**src/rtl/tail_light_decoder_pkg.sv**
```systemverilog
// Shared types and lamp-pattern constants for the tail-light decoder.
// Pattern bit order is {la,lb,lc,ra,rb,rc}; lamp A is the innermost lamp.
package tail_light_pkg;

    typedef enum logic [2:0] {
        S_OFF = 3'd0,
        S_L1  = 3'd1,
        S_L2  = 3'd2,
        S_L3  = 3'd3,
        S_R1  = 3'd4,
        S_R2  = 3'd5,
        S_R3  = 3'd6,
        S_HAZ = 3'd7
    } tld_state_e;

    localparam logic [5:0] PAT_OFF = 6'b000_000;
    localparam logic [5:0] PAT_L1  = 6'b100_000;
    localparam logic [5:0] PAT_L2  = 6'b110_000;
    localparam logic [5:0] PAT_L3  = 6'b111_000;
    localparam logic [5:0] PAT_R1  = 6'b000_100;
    localparam logic [5:0] PAT_R2  = 6'b000_110;
    localparam logic [5:0] PAT_R3  = 6'b000_111;
    localparam logic [5:0] PAT_HAZ = 6'b111_111;

    // Lamp pattern that a state represents; seeing it again means "hold".
    function automatic logic [5:0] state_pattern(tld_state_e s);
        case (s)
            S_L1:    return PAT_L1;
            S_L2:    return PAT_L2;
            S_L3:    return PAT_L3;
            S_R1:    return PAT_R1;
            S_R2:    return PAT_R2;
            S_R3:    return PAT_R3;
            S_HAZ:   return PAT_HAZ;
            default: return PAT_OFF;
        endcase
    endfunction

endpackage

```
**src/rtl/tail_light_decoder_if.sv**
```systemverilog
// Lamp inputs and decoded status of the tail-light decoder.
// Handshake: none -- the lamps are a free-running level bus sampled every
// rising edge; status outputs are valid one cycle after the sampled pattern.
// master = lamp driver / observer side, slave = decoder side.
interface tail_light_decoder_if #(parameter int CNT_W = 8);
    import tail_light_pkg::*;

    logic             la, lb, lc, ra, rb, rc;
    logic             left_act;
    logic             right_act;
    logic             haz_act;
    logic             err;
    logic             err_sticky;
    logic [CNT_W-1:0] left_cnt;
    logic [CNT_W-1:0] right_cnt;
    logic [CNT_W-1:0] haz_cnt;
    tld_state_e       state_dbg;

    modport master (
        output la, lb, lc, ra, rb, rc,
        input  left_act, right_act, haz_act, err, err_sticky,
        input  left_cnt, right_cnt, haz_cnt, state_dbg
    );

    modport slave (
        input  la, lb, lc, ra, rb, rc,
        output left_act, right_act, haz_act, err, err_sticky,
        output left_cnt, right_cnt, haz_cnt, state_dbg
    );

endinterface

```
**src/rtl/tail_light_decoder_sat_counter.sv**
```systemverilog
// Saturating up-counter: counts enabled cycles, sticks at all-ones.
module tld_sat_counter #(
    parameter int W = 8
) (
    input  logic         clk,
    input  logic         reset,
    input  logic         en,
    output logic [W-1:0] count
);

    // Increment on enable unless already saturated; synchronous clear.
    always_ff @(posedge clk) begin
        if (reset) begin
            count <= '0;
        end else if (en && (count != {W{1'b1}})) begin
            count <= count + 1'b1;
        end
    end

endmodule

```
**src/rtl/tail_light_decoder.sv**
```systemverilog
// Tail-light decoder: tracks the six-lamp turn-signal pattern, recovers the
// active command, flags illegal patterns/transitions.
// Optional macro TLD_STATS_EN enables the completed-cycle counters; when it
// is undefined the counter outputs are constant zero and no counter flops exist.
module tail_light_decoder
    import tail_light_pkg::*;
#(
    parameter int CNT_W = 8
) (
    input logic                 clk,
    input logic                 reset,
    tail_light_decoder_if.slave bus
);

    logic [5:0] pat;
    tld_state_e state_q, state_d;
    logic       illegal;
    logic       done_l, done_r, done_h;
    logic       err_q, err_sticky_q;
    logic       left_q, right_q, haz_q;

    assign pat = {bus.la, bus.lb, bus.lc, bus.ra, bus.rb, bus.rc};

    // State register plus registered status flags.
    always_ff @(posedge clk) begin
        if (reset) begin
            state_q      <= S_OFF;
            err_q        <= 1'b0;
            err_sticky_q <= 1'b0;
            left_q       <= 1'b0;
            right_q      <= 1'b0;
            haz_q        <= 1'b0;
        end else begin
            state_q      <= state_d;
            err_q        <= illegal;
            err_sticky_q <= err_sticky_q | illegal;
            left_q       <= (state_d == S_L1) || (state_d == S_L2) || (state_d == S_L3);
            right_q      <= (state_d == S_R1) || (state_d == S_R2) || (state_d == S_R3);
            haz_q        <= (state_d == S_HAZ);
        end
    end

    // Next-state: hold on own pattern, advance on the next legal pattern,
    // anything else is an error that resyncs to S_OFF.
    always_comb begin
        state_d = S_OFF;
        illegal = 1'b0;
        done_l  = 1'b0;
        done_r  = 1'b0;
        done_h  = 1'b0;
        if (pat == state_pattern(state_q)) begin
            state_d = state_q;
        end else begin
            case (state_q)
                S_OFF: begin
                    if (pat == PAT_L1)       state_d = S_L1;
                    else if (pat == PAT_R1)  state_d = S_R1;
                    else if (pat == PAT_HAZ) state_d = S_HAZ;
                    else                     illegal = 1'b1;
                end
                S_L1: begin
                    if (pat == PAT_L2)       state_d = S_L2;
                    else if (pat != PAT_OFF) illegal = 1'b1;
                end
                S_L2: begin
                    if (pat == PAT_L3)       state_d = S_L3;
                    else if (pat != PAT_OFF) illegal = 1'b1;
                end
                S_R1: begin
                    if (pat == PAT_R2)       state_d = S_R2;
                    else if (pat != PAT_OFF) illegal = 1'b1;
                end
                S_R2: begin
                    if (pat == PAT_R3)       state_d = S_R3;
                    else if (pat != PAT_OFF) illegal = 1'b1;
                end
                S_L3: begin
                    if (pat == PAT_OFF) done_l  = 1'b1;
                    else                illegal = 1'b1;
                end
                S_R3: begin
                    if (pat == PAT_OFF) done_r  = 1'b1;
                    else                illegal = 1'b1;
                end
                S_HAZ: begin
                    if (pat == PAT_OFF) done_h  = 1'b1;
                    else                illegal = 1'b1;
                end
                default: illegal = 1'b1;
            endcase
        end
    end

    assign bus.left_act   = left_q;
    assign bus.right_act  = right_q;
    assign bus.haz_act    = haz_q;
    assign bus.err        = err_q;
    assign bus.err_sticky = err_sticky_q;
    assign bus.state_dbg  = state_q;

`ifdef TLD_STATS_EN
    tld_sat_counter #(.W(CNT_W)) u_left_cnt (
        .clk(clk), .reset(reset), .en(done_l), .count(bus.left_cnt)
    );
    tld_sat_counter #(.W(CNT_W)) u_right_cnt (
        .clk(clk), .reset(reset), .en(done_r), .count(bus.right_cnt)
    );
    tld_sat_counter #(.W(CNT_W)) u_haz_cnt (
        .clk(clk), .reset(reset), .en(done_h), .count(bus.haz_cnt)
    );
`else
    // Completion strobes have no consumer without statistics.
    logic unused_done;
    assign unused_done   = done_l ^ done_r ^ done_h;
    assign bus.left_cnt  = {CNT_W{1'b0}};
    assign bus.right_cnt = {CNT_W{1'b0}};
    assign bus.haz_cnt   = {CNT_W{1'b0}};
`endif

endmodule

```
**src/flat_wrapper.sv**
```systemverilog
// flat-port wrapper written by rule: the top's interface ports become plain ports
module tail_light_decoder_flat import tail_light_pkg::*;
#(
    parameter int CNT_W = 8
)
  (clk, reset, bus_la, bus_lb, bus_lc, bus_ra, bus_rb, bus_rc, bus_left_act, bus_right_act, bus_haz_act, bus_err, bus_err_sticky, bus_left_cnt, bus_right_cnt, bus_haz_cnt, bus_state_dbg);
  tail_light_decoder_if #(.CNT_W(CNT_W)) bus_i ();
  input logic clk;
  input logic reset;
  input wire logic [$bits(bus_i.la)-1:0] bus_la;
  input wire logic [$bits(bus_i.lb)-1:0] bus_lb;
  input wire logic [$bits(bus_i.lc)-1:0] bus_lc;
  input wire logic [$bits(bus_i.ra)-1:0] bus_ra;
  input wire logic [$bits(bus_i.rb)-1:0] bus_rb;
  input wire logic [$bits(bus_i.rc)-1:0] bus_rc;
  output wire logic [$bits(bus_i.left_act)-1:0] bus_left_act;
  output wire logic [$bits(bus_i.right_act)-1:0] bus_right_act;
  output wire logic [$bits(bus_i.haz_act)-1:0] bus_haz_act;
  output wire logic [$bits(bus_i.err)-1:0] bus_err;
  output wire logic [$bits(bus_i.err_sticky)-1:0] bus_err_sticky;
  output wire logic [$bits(bus_i.left_cnt)-1:0] bus_left_cnt;
  output wire logic [$bits(bus_i.right_cnt)-1:0] bus_right_cnt;
  output wire logic [$bits(bus_i.haz_cnt)-1:0] bus_haz_cnt;
  output wire logic [$bits(bus_i.state_dbg)-1:0] bus_state_dbg;
  assign bus_i.la = bus_la;
  assign bus_i.lb = bus_lb;
  assign bus_i.lc = bus_lc;
  assign bus_i.ra = bus_ra;
  assign bus_i.rb = bus_rb;
  assign bus_i.rc = bus_rc;
  assign bus_left_act = bus_i.left_act;
  assign bus_right_act = bus_i.right_act;
  assign bus_haz_act = bus_i.haz_act;
  assign bus_err = bus_i.err;
  assign bus_err_sticky = bus_i.err_sticky;
  assign bus_left_cnt = bus_i.left_cnt;
  assign bus_right_cnt = bus_i.right_cnt;
  assign bus_haz_cnt = bus_i.haz_cnt;
  assign bus_state_dbg = bus_i.state_dbg;
  tail_light_decoder #(.CNT_W(CNT_W)) u_core (.clk(clk), .reset(reset), .bus(bus_i));
endmodule
```
**config.mk**
```make
export PLATFORM = sky130hd
export DESIGN_NAME = tail_light_decoder_flat
export DESIGN_NICKNAME = d
export VERILOG_FILES = /design/src/rtl/tail_light_decoder_pkg.sv /design/src/rtl/tail_light_decoder_if.sv /design/src/rtl/tail_light_decoder_sat_counter.sv /design/src/rtl/tail_light_decoder.sv /design/src/flat_wrapper.sv
export SDC_FILE = /design/constraint.sdc
export NUM_CORES = 1
export LEC_CHECK = 0
export BUFFER_PORTS_ARGS = -buffer_cell sky130_fd_sc_hd__buf_2
export CAP_MARGIN = 20
export CORE_MARGIN = 5
export CORE_UTILIZATION = 40
export CTS_BUF_LIST = sky130_fd_sc_hd__clkbuf_16
export DETAILED_ROUTE_END_ITERATION = 7
export PLACE_DENSITY = 0.72
export RECOVER_POWER = 100
export SLEW_MARGIN = 15
export SYNTH_ARGS = -nofsm -noshare
export SYNTH_HDL_FRONTEND = slang
export SYNTH_SLANG_ARGS = --single-unit
```
**constraint.sdc**
```tcl
create_clock -name clk -period 1.7 [get_ports clk]
set_clock_uncertainty 0.1 [all_clocks]
set_input_delay 0.255 -clock clk [delete_from_list [all_inputs] [get_ports clk]]
set_output_delay 0.255 -clock clk [all_outputs]
set_load 0.01 [all_outputs]
```
After elaboration in Yosys (flattened, before gate mapping)
Cells that the tools add are included.
Word-level totals
  register bits: 8
  latch bits: 0
  bits in writable memories: 0
  ROM bits: 0
  input port bits: 8
  output and inout port bits: 32
  word-level logic and storage cells: 58
  memories kept: 0
Operators by class
  $add $sub $neg: 0
  multipliers: 0
  divide/modulo/power cells: 0
  magnitude comparators: 0
  equality and inequality tests: 22
  shifts and indexed selects: 0
  mux-type cells: 21
  bitwise logic cells: 1
  reduce and logical (&&, ||, !) cells: 8
Operators by type and width (number)
  6-bit case mux with 7 select lines: 1
  3-bit == test, second input constant: 8
  6-bit == test, second input constant: 4
  6-bit by 3-bit == test with 1-bit output, second input constant: 3
  3-bit two-way mux: 6
  3-bit case mux with 5 select lines: 1
  3-bit by 2-bit == test with 1-bit output, second input constant: 4
  1-bit two-way mux: 10
  3-bit by 1-bit == test with 1-bit output, second input constant: 2
  6-bit == test: 1
  6-bit logical NOT: 1
  1-bit case mux with 6 select lines: 1
  6-bit nonzero test: 1
  1-bit logical OR: 4
  2-bit two-way mux: 2
  3-bit logical NOT: 1
  3-bit OR reduction: 1
  1-bit OR: 1

Logic depth before layout (Yosys ltp)
  depth in word-level cells: 9
  mapped depth: 6
  gate-level depth less buffers: 5

Worst setup path after synthesis
Ideal clock, no wire load.
  path type: register to register
  start: reg u_core.state_q[2], in the netlist u_core.bus.state_dbg[2]
  end: reg u_core.right_q, in the netlist u_core.bus.right_act
  setup time: 0.116 ns
  arrival: 1.651 ns
  data required time: 1.484 ns
  path slack: -0.167 ns
  stages on the path, launching flop included: 6
  buffers on the path: 0
  period minus slack after synthesis: 1.867 ns
  path through: dfxtp_1 -> or4b_4 -> or4_4 -> nand3_2 -> a41oi_2 -> o211a_1
On the way
  word-level cells in the longest chain between the ends: 7
  elaborated cells between the ends (all ways): 17
  classes of those cells: eq/ne: 11; mux: 3; reduce/logical: 3
Ends and longest elaborated chain
  from (decl): RTL line tail_light_decoder.sv:16  | tld_state_e state_q, state_d;
  from (signal assigned): RTL line tail_light_decoder.sv:34  | state_q <= state_d;
  3-bit == test, or another cell as far along
  6-bit case mux with 7 select lines: RTL line tail_light_decoder_pkg.sv:27  | case (s)
  6-bit == test: RTL line tail_light_decoder.sv:51  | if (pat == state_pattern(state_q)) begin
  3-bit two-way mux (*): RTL line tail_light_decoder.sv:51
  3-bit == test: RTL line tail_light_decoder.sv:38  | right_q <= (state_d == S_R1) || (state_d == S_R2) || (state_d == S_R3);
  1-bit logical OR: RTL line tail_light_decoder.sv:38
  1-bit logical OR (*): RTL line tail_light_decoder.sv:38
  to (signal assigned): RTL line tail_light_decoder.sv:38
  to (decl): RTL line tail_light_decoder.sv:20  | logic left_q, right_q, haz_q;
Mark *: on every way between the ends. The rest lies on a longest branch, timed or not.
A chain may end at the register's enable or synchronous reset.

Final worst setup path
Ends and elaborated chain as after synthesis.

==> flow_summary_export.csv <==
group,metric,value,unit
die,dieHeight,58.28,um
sta,clock.fmax,550.4,MHz
clock_network,insertion_delay,0.23,ns
detailed_routing,routed_wl,2695,um
setup_path,ff2ff_setup_slack,-0.12,ns
place,dpl.cell_count,177,
power,cellInternalPower,558.6,uW
sta,whs,0.2044,ns
detailed_routing,top_layer_used,"met4",
layout,antenna_cells,0,
layout,post-route-util,58.09,%
clock_network,cts_buffers,3,
global_route,grt_max_degree,12,
setup_path,crit_path_end_kind,"flip-flop",
power,seq_power_share,25.9,%
logic_synthesis,synth_compound_gate_area_share,18.26,%
setup_path,cp-startpoint,"u_core.bus.state_dbg[2]$_SDFF_PP0_",
logic_synthesis,synth-seq-cells,8,
worst_hold_path,min_to,"u_core.bus.state_dbg[1]$_SDFF_PP0_",
power,vdd.ir_drop.worst,0.5601,mV
global_route,antenna_found_initial,0,
worst_hold_path,min_path_cells,2,
place,hpwl,1938,um
setup_path,slowest_stage,"or4b_4",
detailed_routing,vias,976,
detailed_routing,wirelength_met1,1036,um
place,io_buffers,15,
setup_path,critPathMaxStageDelay,0.46,ns
sta,fin_crit_sh,106.9,%
setup_path,crit-reg2reg-launch,"u_core.bus.state_dbg[2]$_SDFF_PP0_",
setup_path,crit_buf_inv,0,
setup_path,required,1.72,ns
detailed_routing,antenna_left,0,
detailed_routing,wl_met2,1421,um
global_route,first_global_vias,899,
logic_synthesis,synth_cells,122,
global_route,grt_first_pass_wirelength,3898,um
clock_network,cts_htree_levels,1,
logic_synthesis,yosysSeqAreaShare,17.18,%
sta,setup_slack,-0.1168,ns
run_status,outcome,"finished with violations",
detailed_routing,vias_per_cell,5.392,
logic_synthesis,syn_area,932.1,um2
setup_path,r2r_cells,5,
die,die_width,58.28,um
sta,finalSetupViolations,3,
logic_synthesis,synth.area.mux_share,0,%
logic_synthesis,avgSynthCellArea,7.641,um2
sta,rsz0062_at_grt,"true",
power,power.share.switching,25.78,%
logic_synthesis,synth_top_family_by_area,"simple AND/OR/NAND/NOR gates",
global_route,grt_overflow_total,0,
sta,slew_violations,0,
detailed_routing,dr.pass1.iters,4,
die,std_cell_rows,17,
detailed_routing,drc_errors,0,
setup_path,cp-start-kind,"flip-flop",
detailed_routing,drt-initial-drc-count,31,
layout,drive_above_1_share,40.52,%
setup_path,critical_path_arrival,1.84,ns
setup_path,timing.rr.end,"u_core.bus.right_act$_SDFF_PP0_",
logic_synthesis,synth_ff_type,"dfxtp_1",
clock_network,hold_buffers,0,
run_status,violations,"setup timing",
logic_synthesis,synth_edf_count,0,
place,gp_routability_congestion,0.9349,
power,combinationalPowerShare,21.9,%
clock_network,cts_tree,"built",
die,core_area,2212,um2
logic_synthesis,yosysWarnings,0,
detailed_routing,wl_met3,186,um
clock_network,clockBufferDepth,2,
setup_path,crit_family,"simple AND/OR/NAND/NOR gates",
layout,nets,163,
setup_path,path_class,"flip-flop to flip-flop",
clock_network,clock_sinks,8,
die,die_area,3396,um2
sta,fin_crit,1.817,ns
worst_hold_path,worstHoldStart,"reset",
layout,fillers,212,
clock_network,clkSlewWorstSetupHoldPaths,0.04,ns
setup_path,cp_max_fo,4,
logic_synthesis,ys_types,47,
logic_synthesis,synthAdderAreaFrac,0,%
job,maxCapViolations,0,
die,start_util,42.14,%
clock_network,root_buffer,"clkbuf_16",
layout,fin_cells,181,
layout,area_growth_syn_to_layout,37.85,%
power,p_leak,0.5530,nW
logic_synthesis,yosys.area_share.xor_xnor,6.577,%
worst_hold_path,hold_class,"primary input to flip-flop",
power,pwr-share-clk,52.2,%
power,p_sw,194.0,uW
logic_synthesis,synthSimpleGateAreaFrac,33.15,%
die,ios,40,
setup_path,worstPathCellList,"or4b_4 > or4_4 > nand3_2 > a41oi_4 > o211a_1",
detailed_routing,routedWlPerCell,14.89,um
sta,final_hold_viol_count,0,
global_route,grt_use_total,14.71,%
logic_synthesis,async_reset_ff_share,0,%
power,power.density,585.7,nW/um2
cells in the mapped netlist, types with 2 or more instances:
cell	count	area share (%)
a21boi_1	2	1.6
a21oi_1	2	1.1
buf_2	5	2.7
buf_4	24	19
clkbuf_1	4	1.6
dfxtp_1	8	17
nand2_1	9	3.6
nand2b_1	3	2.0
nand3_1	5	2.7
nand3b_1	2	1.6
nand4_1	2	1.3
nor2_1	9	3.6
nor4_1	3	2.0
o22ai_1	3	2.0
or3_1	4	2.7
xnor2_1	4	3.8
xor2_1	3	2.8
per-layer routing:
layer  vias to the layer above  track usage (%)
met2                        55            24.88
met1                       457            17.09
met3                         6            3.786
met4                         0            6.954
met5                         -                0
li1                        458                -
registers in the layout, summed over array words and instances (netlist names):
signal,cells
u_core.bus.err,1
u_core.bus.err_sticky,1
u_core.bus.haz_act,1
u_core.bus.left_act,1
u_core.bus.right_act,1
u_core.bus.state_dbg,3
worst reg2reg max path: cells and delay by family, from the launching register on:
kind	cells	cell delay (ns)
and+or+nand+nor	3	0.99
DFF	1	0.33
AOI/OAI and AO/OA	2	0.28
timing repair:
item                       4_1_cts  5_1_grt
setup buffers                    0        1
setup endpoints to repair        6        8
gates resized for setup          7       16
pin swaps                        1        6
power groups by stage:
stage / registers [mW] / clock network, mW / logic (mW)
after floorplan: 0.202 / 0 / 0.128
after global placement: 0.199 / 0 / 0.139
after detailed placement: 0.199 / 0 / 0.143
after CTS: 0.196 / 0.398 / 0.149
after global routing: 0.196 / 0.409 / 0.176
final: 0.195 / 0.392 / 0.165
worst max-delay path by stage:
stage	end	depth (start not counted)
3_5_place_dp	u_core.bus.right_act$_SDFF_PP0_	6
6_report	u_core.bus.right_act$_SDFF_PP0_	5
4_1_cts	u_core.bus.right_act$_SDFF_PP0_	5
3_3_place_gp	u_core.bus.right_act$_SDFF_PP0_	6
5_1_grt	u_core.bus.right_act$_SDFF_PP0_	5
2_1_floorplan	u_core.bus.right_act$_SDFF_PP0_	5
stage by stage:
| stage | worst slack (ns) | area (um2) | setup TNS [ns] | total power, mW |
|---|---|---|---|---|
| 2_1_floorplan | -0.1229 | 1021 | -0.2074 | 0.3295 |
| 3_3_place_gp | -0.2168 | 1079 | -0.7867 | 0.3382 |
| 3_5_place_dp | -0.2538 | 1079 | -1.124 | 0.3419 |
| 4_1_cts | -0.1221 | 1192 | -0.3095 | 0.7432 |
| 5_1_grt | -0.1579 | 1285 | -0.5311 | 0.7819 |
| 6_report | -0.1168 | 1285 | -0.2976 | 0.7526 |
cell usage in the layout, fill, tap and decap left out, drive strengths merged, types with 2 or more instances in the layout:
master  count
buf        34
conb       24
nand2       9
nor2        9
clkbuf      8
dfxtp       8
nand3       6
or3         4
xnor2       4
nor4        4
xor2        3
nand2b      3
o22ai       3
a21boi      3
nand3b      2
a211oi      2
nand4       2
a21oi       2
or2         2
o211a       2
area by class of cell:
| class | instances | area (um2) | share of cell area (%) |
|---|---|---|---|
| tap | 28 | 35.03 | 2.726 |
| inverter | 1 | 3.754 | 0.2921 |
| timing repair buffer | 39 | 252.7 | 19.67 |
| clock buffer | 3 | 75.07 | 5.842 |
| sequential | 8 | 166.4 | 12.95 |
| multi-input combinational | 102 | 752.0 | 58.52 |
kinds of logic (layout without fill, tap and decap cells):
| family | after synthesis | after routing |
|---|---|---|
| xor gates and xnor gates | 7 | 7 |
| DFF | 8 | 8 |
| AOI/OAI and AO/OA | 20 | 20 |
| and+or+nand+nor | 51 | 51 |
| buffers and inverters | 35 | 43 |
| other | 1 | 24 |
No activity file was read; power rests on OpenSTA's default activity.
